$ cat src/rtl/rc4_key_search_ctrl.sv
// Key-search sequencer for the RC4 brute-force decryptor; also muxes the shared S RAM.
// Define RC4_PHASE_TIMEOUT_EN to build the per-phase watchdog that drives timeout_err.
module rc4_key_search_ctrl #(
   parameter int                KEY_W          = 24,
   parameter logic [KEY_W-1:0]  KEY_MAX        = 24'h3FFFFF,
   parameter int                ADDR_W         = 8,
   parameter int                DATA_W         = 8,
   parameter int                TIMEOUT_CYCLES = 4096
) (
   input  logic              clk,
   input  logic              reset,
   input  logic              start,
   input  logic              abort,
   input  logic [KEY_W-1:0]  key_base,
   output logic              sub_reset_n,
   output logic              init_start,
   output logic              ksa_start,
   output logic              prga_start,
   input  logic              init_done,
   input  logic              ksa_done,
   input  logic              prga_done,
   input  logic              prga_fail,
   input  logic [ADDR_W-1:0] init_addr,
   input  logic [ADDR_W-1:0] ksa_addr,
   input  logic [ADDR_W-1:0] prga_addr,
   input  logic [DATA_W-1:0] init_data,
   input  logic [DATA_W-1:0] ksa_data,
   input  logic [DATA_W-1:0] prga_data,
   input  logic              init_wren,
   input  logic              ksa_wren,
   input  logic              prga_wren,
   output logic [ADDR_W-1:0] s_address,
   output logic [DATA_W-1:0] s_data,
   output logic              s_wren,
   output logic [KEY_W-1:0]  sec_key,
   output logic              busy,
   output logic              found,
   output logic              exhausted,
   output logic              timeout_err,
   output logic [2:0]        state_dbg
);

   typedef enum logic [2:0] {
      IDLE    = 3'd0,
      CLEAR   = 3'd1,
      INIT    = 3'd2,
      KSA     = 3'd3,
      PRGA    = 3'd4,
      NEXT    = 3'd5,
      FOUND   = 3'd6,
      EXHAUST = 3'd7
   } state_t;

   state_t state;
   logic   idle_like;
   logic   phase_expired;

   assign state_dbg = state;
   assign idle_like = (state == IDLE) || (state == FOUND) || (state == EXHAUST);

`ifdef RC4_PHASE_TIMEOUT_EN
   logic [12:0] phase_cnt;
   logic        in_phase;
   logic        phase_hit;

   assign in_phase  = (state == INIT) || (state == KSA) || (state == PRGA);
   assign phase_hit = ((state == INIT) && init_done) ||
                      ((state == KSA)  && ksa_done)  ||
                      ((state == PRGA) && (prga_done || prga_fail));
   // Counter is 0 on the first cycle of each phase, so a phase lasts at most TIMEOUT_CYCLES cycles.
   assign phase_expired = in_phase && !phase_hit && (phase_cnt == 13'(TIMEOUT_CYCLES - 1));

   always_ff @(posedge clk or posedge reset) begin
      if (reset) begin
         phase_cnt   <= '0;
         timeout_err <= 1'b0;
      end else begin
         if (!in_phase || phase_hit) phase_cnt <= '0;
         else                        phase_cnt <= phase_cnt + 13'd1;
         if (idle_like && start)               timeout_err <= 1'b0;
         else if (phase_expired && !abort)     timeout_err <= 1'b1;
      end
   end
`else
   assign phase_expired = 1'b0;
   assign timeout_err   = 1'b0;
`endif

   always_ff @(posedge clk or posedge reset) begin
      if (reset) begin
         state       <= IDLE;
         sec_key     <= '0;
         sub_reset_n <= 1'b0;
         init_start  <= 1'b0;
         ksa_start   <= 1'b0;
         prga_start  <= 1'b0;
         busy        <= 1'b0;
         found       <= 1'b0;
         exhausted   <= 1'b0;
      end else begin
         case (state)
            IDLE, FOUND, EXHAUST: begin
               if (start) begin
                  sec_key     <= key_base;
                  found       <= 1'b0;
                  exhausted   <= 1'b0;
                  busy        <= 1'b1;
                  sub_reset_n <= 1'b0;
                  state       <= CLEAR;
               end
            end
            default: begin
               if (abort) begin
                  init_start  <= 1'b0;
                  ksa_start   <= 1'b0;
                  prga_start  <= 1'b0;
                  sub_reset_n <= 1'b0;
                  busy        <= 1'b0;
                  state       <= IDLE;
               end else begin
                  case (state)
                     CLEAR: begin
                        sub_reset_n <= 1'b1;
                        init_start  <= 1'b1;
                        state       <= INIT;
                     end
                     INIT: begin
                        if (init_done) begin
                           init_start <= 1'b0;
                           ksa_start  <= 1'b1;
                           state      <= KSA;
                        end else if (phase_expired) begin
                           init_start <= 1'b0;
                           state      <= NEXT;
                        end
                     end
                     KSA: begin
                        if (ksa_done) begin
                           ksa_start  <= 1'b0;
                           prga_start <= 1'b1;
                           state      <= PRGA;
                        end else if (phase_expired) begin
                           ksa_start <= 1'b0;
                           state     <= NEXT;
                        end
                     end
                     PRGA: begin
                        // A fail reported together with done still rejects the key.
                        if (prga_fail || phase_expired) begin
                           prga_start <= 1'b0;
                           state      <= NEXT;
                        end else if (prga_done) begin
                           prga_start  <= 1'b0;
                           found       <= 1'b1;
                           busy        <= 1'b0;
                           sub_reset_n <= 1'b0;
                           state       <= FOUND;
                        end
                     end
                     NEXT: begin
                        sub_reset_n <= 1'b0;
                        if (sec_key == KEY_MAX) begin
                           exhausted <= 1'b1;
                           busy      <= 1'b0;
                           state     <= EXHAUST;
                        end else begin
                           sec_key <= sec_key + 1'b1;
                           state   <= CLEAR;
                        end
                     end
                     default: state <= IDLE;
                  endcase
               end
            end
         endcase
      end
   end

   always_comb begin
      s_address = '0;
      s_data    = '0;
      s_wren    = 1'b0;
      case (state)
         INIT: begin
            s_address = init_addr;
            s_data    = init_data;
            s_wren    = init_wren;
         end
         KSA: begin
            s_address = ksa_addr;
            s_data    = ksa_data;
            s_wren    = ksa_wren;
         end
         PRGA: begin
            s_address = prga_addr;
            s_data    = prga_data;
            s_wren    = prga_wren;
         end
         default: ;
      endcase
   end

endmodule

$ cat config.mk
export PLATFORM = sky130hd
export DESIGN_NAME = rc4_key_search_ctrl
export DESIGN_NICKNAME = d
export VERILOG_FILES = /design/src/rtl/rc4_key_search_ctrl.sv
export SDC_FILE = /design/constraint.sdc
export NUM_CORES = 1
export LEC_CHECK = 0
export CAP_MARGIN = 30
export CORE_ASPECT_RATIO = 1.4
export CORE_MARGIN = 1
export CORE_UTILIZATION = 41
export CTS_CLUSTER_SIZE = 10
export DETAILED_ROUTE_END_ITERATION = 8
export HOLD_SLACK_MARGIN = 0.06
export PLACE_DENSITY = 0.81
export SYNTH_ARGS = -nofsm -noshare
export SYNTH_HDL_FRONTEND = slang
export SYNTH_SLANG_ARGS = --single-unit
$ cat constraint.sdc
create_clock -name clk -period 2.53 [get_ports clk]
set_clock_uncertainty 0.05 [all_clocks]
set_input_delay 0.506 -clock clk [delete_from_list [all_inputs] [get_ports clk]]
set_output_delay 0.506 -clock clk [all_outputs]
set_load 0.005 [all_outputs]
==> impl_metrics.ini, run 1 <==
[outcome]
status = finished, violations left
violations = DRC

[layout]
nets = 560
drive_above_1_share_pct = 10.1
postLayoutCellArea_um2 = 4420
area_growth_pct = 61.4
nFillCells = 519
instances_no_fill = 549
n_antenna_cell = 0

[synth]
synth_xor_area_share_pct = 0
synthTopCellsByCount = 39 x nand2_1, 34 x dfrtp_1, 32 x o21ai_0
netlist_area_um2 = 2740
synth_edf_count = 0
yosysTopAreaCell = dfrtp_1
synth_area_leaders = dfrtp_1 31%, mux2i_1 6.6%, o21ai_0 5.8%, nand2_1 5.3%, a21oi_1 3.3%
synth_top_flop_cell = dfrtp_1
synth_most_common_cell = nand2_1
synth_top_family_by_area = compound AO/OA/AOI/OAI gates
synth_mux_area_share_pct = 6.58
synth_warnings = 0
syn_inst = 342
synth_seq_cells = 34
avgSynthCellArea_um2 = 8.01
synthAdderAreaFrac_pct = 0.457
synth_top_cell_area_share_pct = 31.1
async_reset_ff_share_pct = 100
syn_nets = 426
synth-compound-area-share_pct = 30.0
seq_area_frac_synth_pct = 31.1
synth_cell_types = 67
synthSimpleGateAreaFrac_pct = 25.0

[critical_path]
required_ps = 1970
worstSetupStartpointType = flip-flop
cpMaxStageDelayCell = clkdlybuf4s50_1
cp-end-kind = output port
cp.arrival_ps = 1920
crit_fanout = 8
critPathKind = reg -> out
critPathMaxStageDelay_ps = 530
cp_cell_sequence = nor3b_4 -> buf_12 -> clkbuf_16 -> nand2_1 -> o21ai_0 -> clkdlybuf4s50_1

[floorplan]
start_util_pct = 43.2
num_rows = 34
die_h_um = 98.7
dieWidth_um = 71.1
die_area_um2 = 7020
core_area_um2 = 6340
io_pins = 135

[power]
switching_share_pct = 42.5
combPwrFrac_pct = 62.3
p_leak_nw = 1.89
p_total_mw = 4.28
vdd.ir_drop.worst_uv = 527
power.switching_mw = 1.82
clkPwrFrac_pct = 11.4
p_seq_share_pct = 26.4
p_int_mw = 2.46
powerDensity_nw_per_um2 = 968

[placement]
dp.cells = 538
portBuffers = 133
gp_congestion = 0.944
place_area_um2 = 4190
hpwl_mm = 7.04

[global_route]
antenna_found_initial = 0
overflow = 0
grtUsageMet3_pct = 4.81
grt_pass1_wl_mm = 15.4
use_met2_pct = 52.2
use_met1_pct = 31.1
grt_pass1_vias = 3329
grt_max_degree = 36
globalRoute.busiestLayer = met2
grt_usage_pct = 27.7

[sta]
min_period_ps = 2470
worstMarginPinSlew_ps = 500
max-slew-margin-rel_pct = 66.3
holdWs_ps = 451
fmax_mhz = 405
hold_viol_final = 0
period_share_pct = 97.7
setup_viol = 0
slew_violations = 0

[clock_network]
cts_hold_buf = 0
cts_buffers = 5
h-tree-depth = 2
cts_root_buffer = clkbuf_8
path_clk_slew_ps = 70
cts_tree = yes
cts.sinks = 34
insertion_delay_ps = 300
clockBufferDepth = 2

[route]
drtPass1Iterations = 8
vias = 3336
drt-wirelength-per-cell_um = 17.6
drtAntennaViolNets = 0
drt_first_iter_violations = 346
postRouteWirelength_mm = 9.64
viasPerCell = 6.08
drcViolationCount = 9

[run]
drv_cap = 0

[hold_path]
worst_hold_path_type = reg -> reg
## state kept, by name (all words and copies together), names as in the netlist
register and count:
init_start 1, prga_start 1, sub_reset_n 1, busy 1, ksa_start 1, found 1
state_dbg 3, exhausted 1, sec_key 24
## worst max-delay path, delay by kind of cell, from the launching register on
family | cells | cell delay (ps)
DFF | 1 | 440
and+or+nand+nor | 2 | 290
AOI/OAI and AO/OA | 1 | 60
buffers and inverters | 3 | 820
## per-stage QoR
stage                     TNS (ps)  worst slack, ps  util (%)
after global placement           0              158      66.1
after floorplan                  0              475         -
after global routing         -70.9            -19.1      69.7
after detailed placement         0              101      66.1
after CTS                        0             4.06      67.9
final                            0             58.2      69.7
## repair_timing
action                                  in CTS  in global routing
endpoints found under the setup margin       6                 17
resized for setup                            3                 22
pin swaps                                    0                  1
gates cloned                                 0                  2
buffers inserted                             0                  1
## metal layers
metal  vias to the layer above  wire length (um)
met5                         -                 0
met4                         0               117
met3                        11               789
met2                       210              5170
met1                      1567              3560
li1                       1548                 -
## logic make-up after synthesis
family,after synthesis
buffers and inverters,39
adder cells (fa/ha/maj),1
other,1
multiplexers,18
AND/OR/NAND/NOR,127
AO/OA/AOI/OAI,122
flip-flops,34
## cell type report
type / instances / area, um2 / area share (%)
multi-input cells: 269 / 1710 / 38.6
repair buffers: 154 / 1610 / 36.5
flip-flops and latches: 34 / 853 / 19.3
clock buffers: 8 / 110 / 2.49
well taps: 72 / 90.1 / 2.04
inverters: 12 / 45.0 / 1.02
## cells in the final DEF, fill, tap and decap left out, drive strengths merged, types with 6 or more instances in the layout
cell	instances
o22a	6
o21ai	33
inv	12
a2bb2oi	6
mux2i	18
dfrtp	34
a31oi	6
nand2	41
a22oi	7
nand4	8
clkdlybuf4s50	122
a21oi	18
a211oi	8
nand3	11
nor2	24
o22ai	9
buf	19
clkbuf	10
nor3	13
dlymetal6s2s	11
## worst paths after layout
kind	from	end	slack [ps]	cells past startpoint
worst max-delay path	state_dbg[0]	s_data[2]	60	6
worst min-delay path	sub_reset_n	sub_reset_n	450	1
worst max register to register	sec_key[1]	sec_key[6]	190	8
worst min register to register	sub_reset_n	sub_reset_n	450	1
max in group asynchronous	reset	state_dbg[0]	1520	3
min in group asynchronous	reset	found	560	3
## power groups by stage
| stage | clock network (mW) | registers, mW | logic, mW |
|---|---|---|---|
| floorplan | 0 | 1.05 | 1.49 |
| global placement | 0 | 1.11 | 2.55 |
| detailed placement | 0 | 1.12 | 2.60 |
| CTS | 0.493 | 1.11 | 2.62 |
| global route | 0.519 | 1.17 | 2.88 |
| finish | 0.486 | 1.13 | 2.66 |
Power figures use the tool's default switching activity.
==> run 2: changes to the inputs <==
CTS_CLUSTER_SIZE = 14   (was 10)
==> results of run 2 <==
The final DEF is identical to that of run 1; final timing and power are the same.
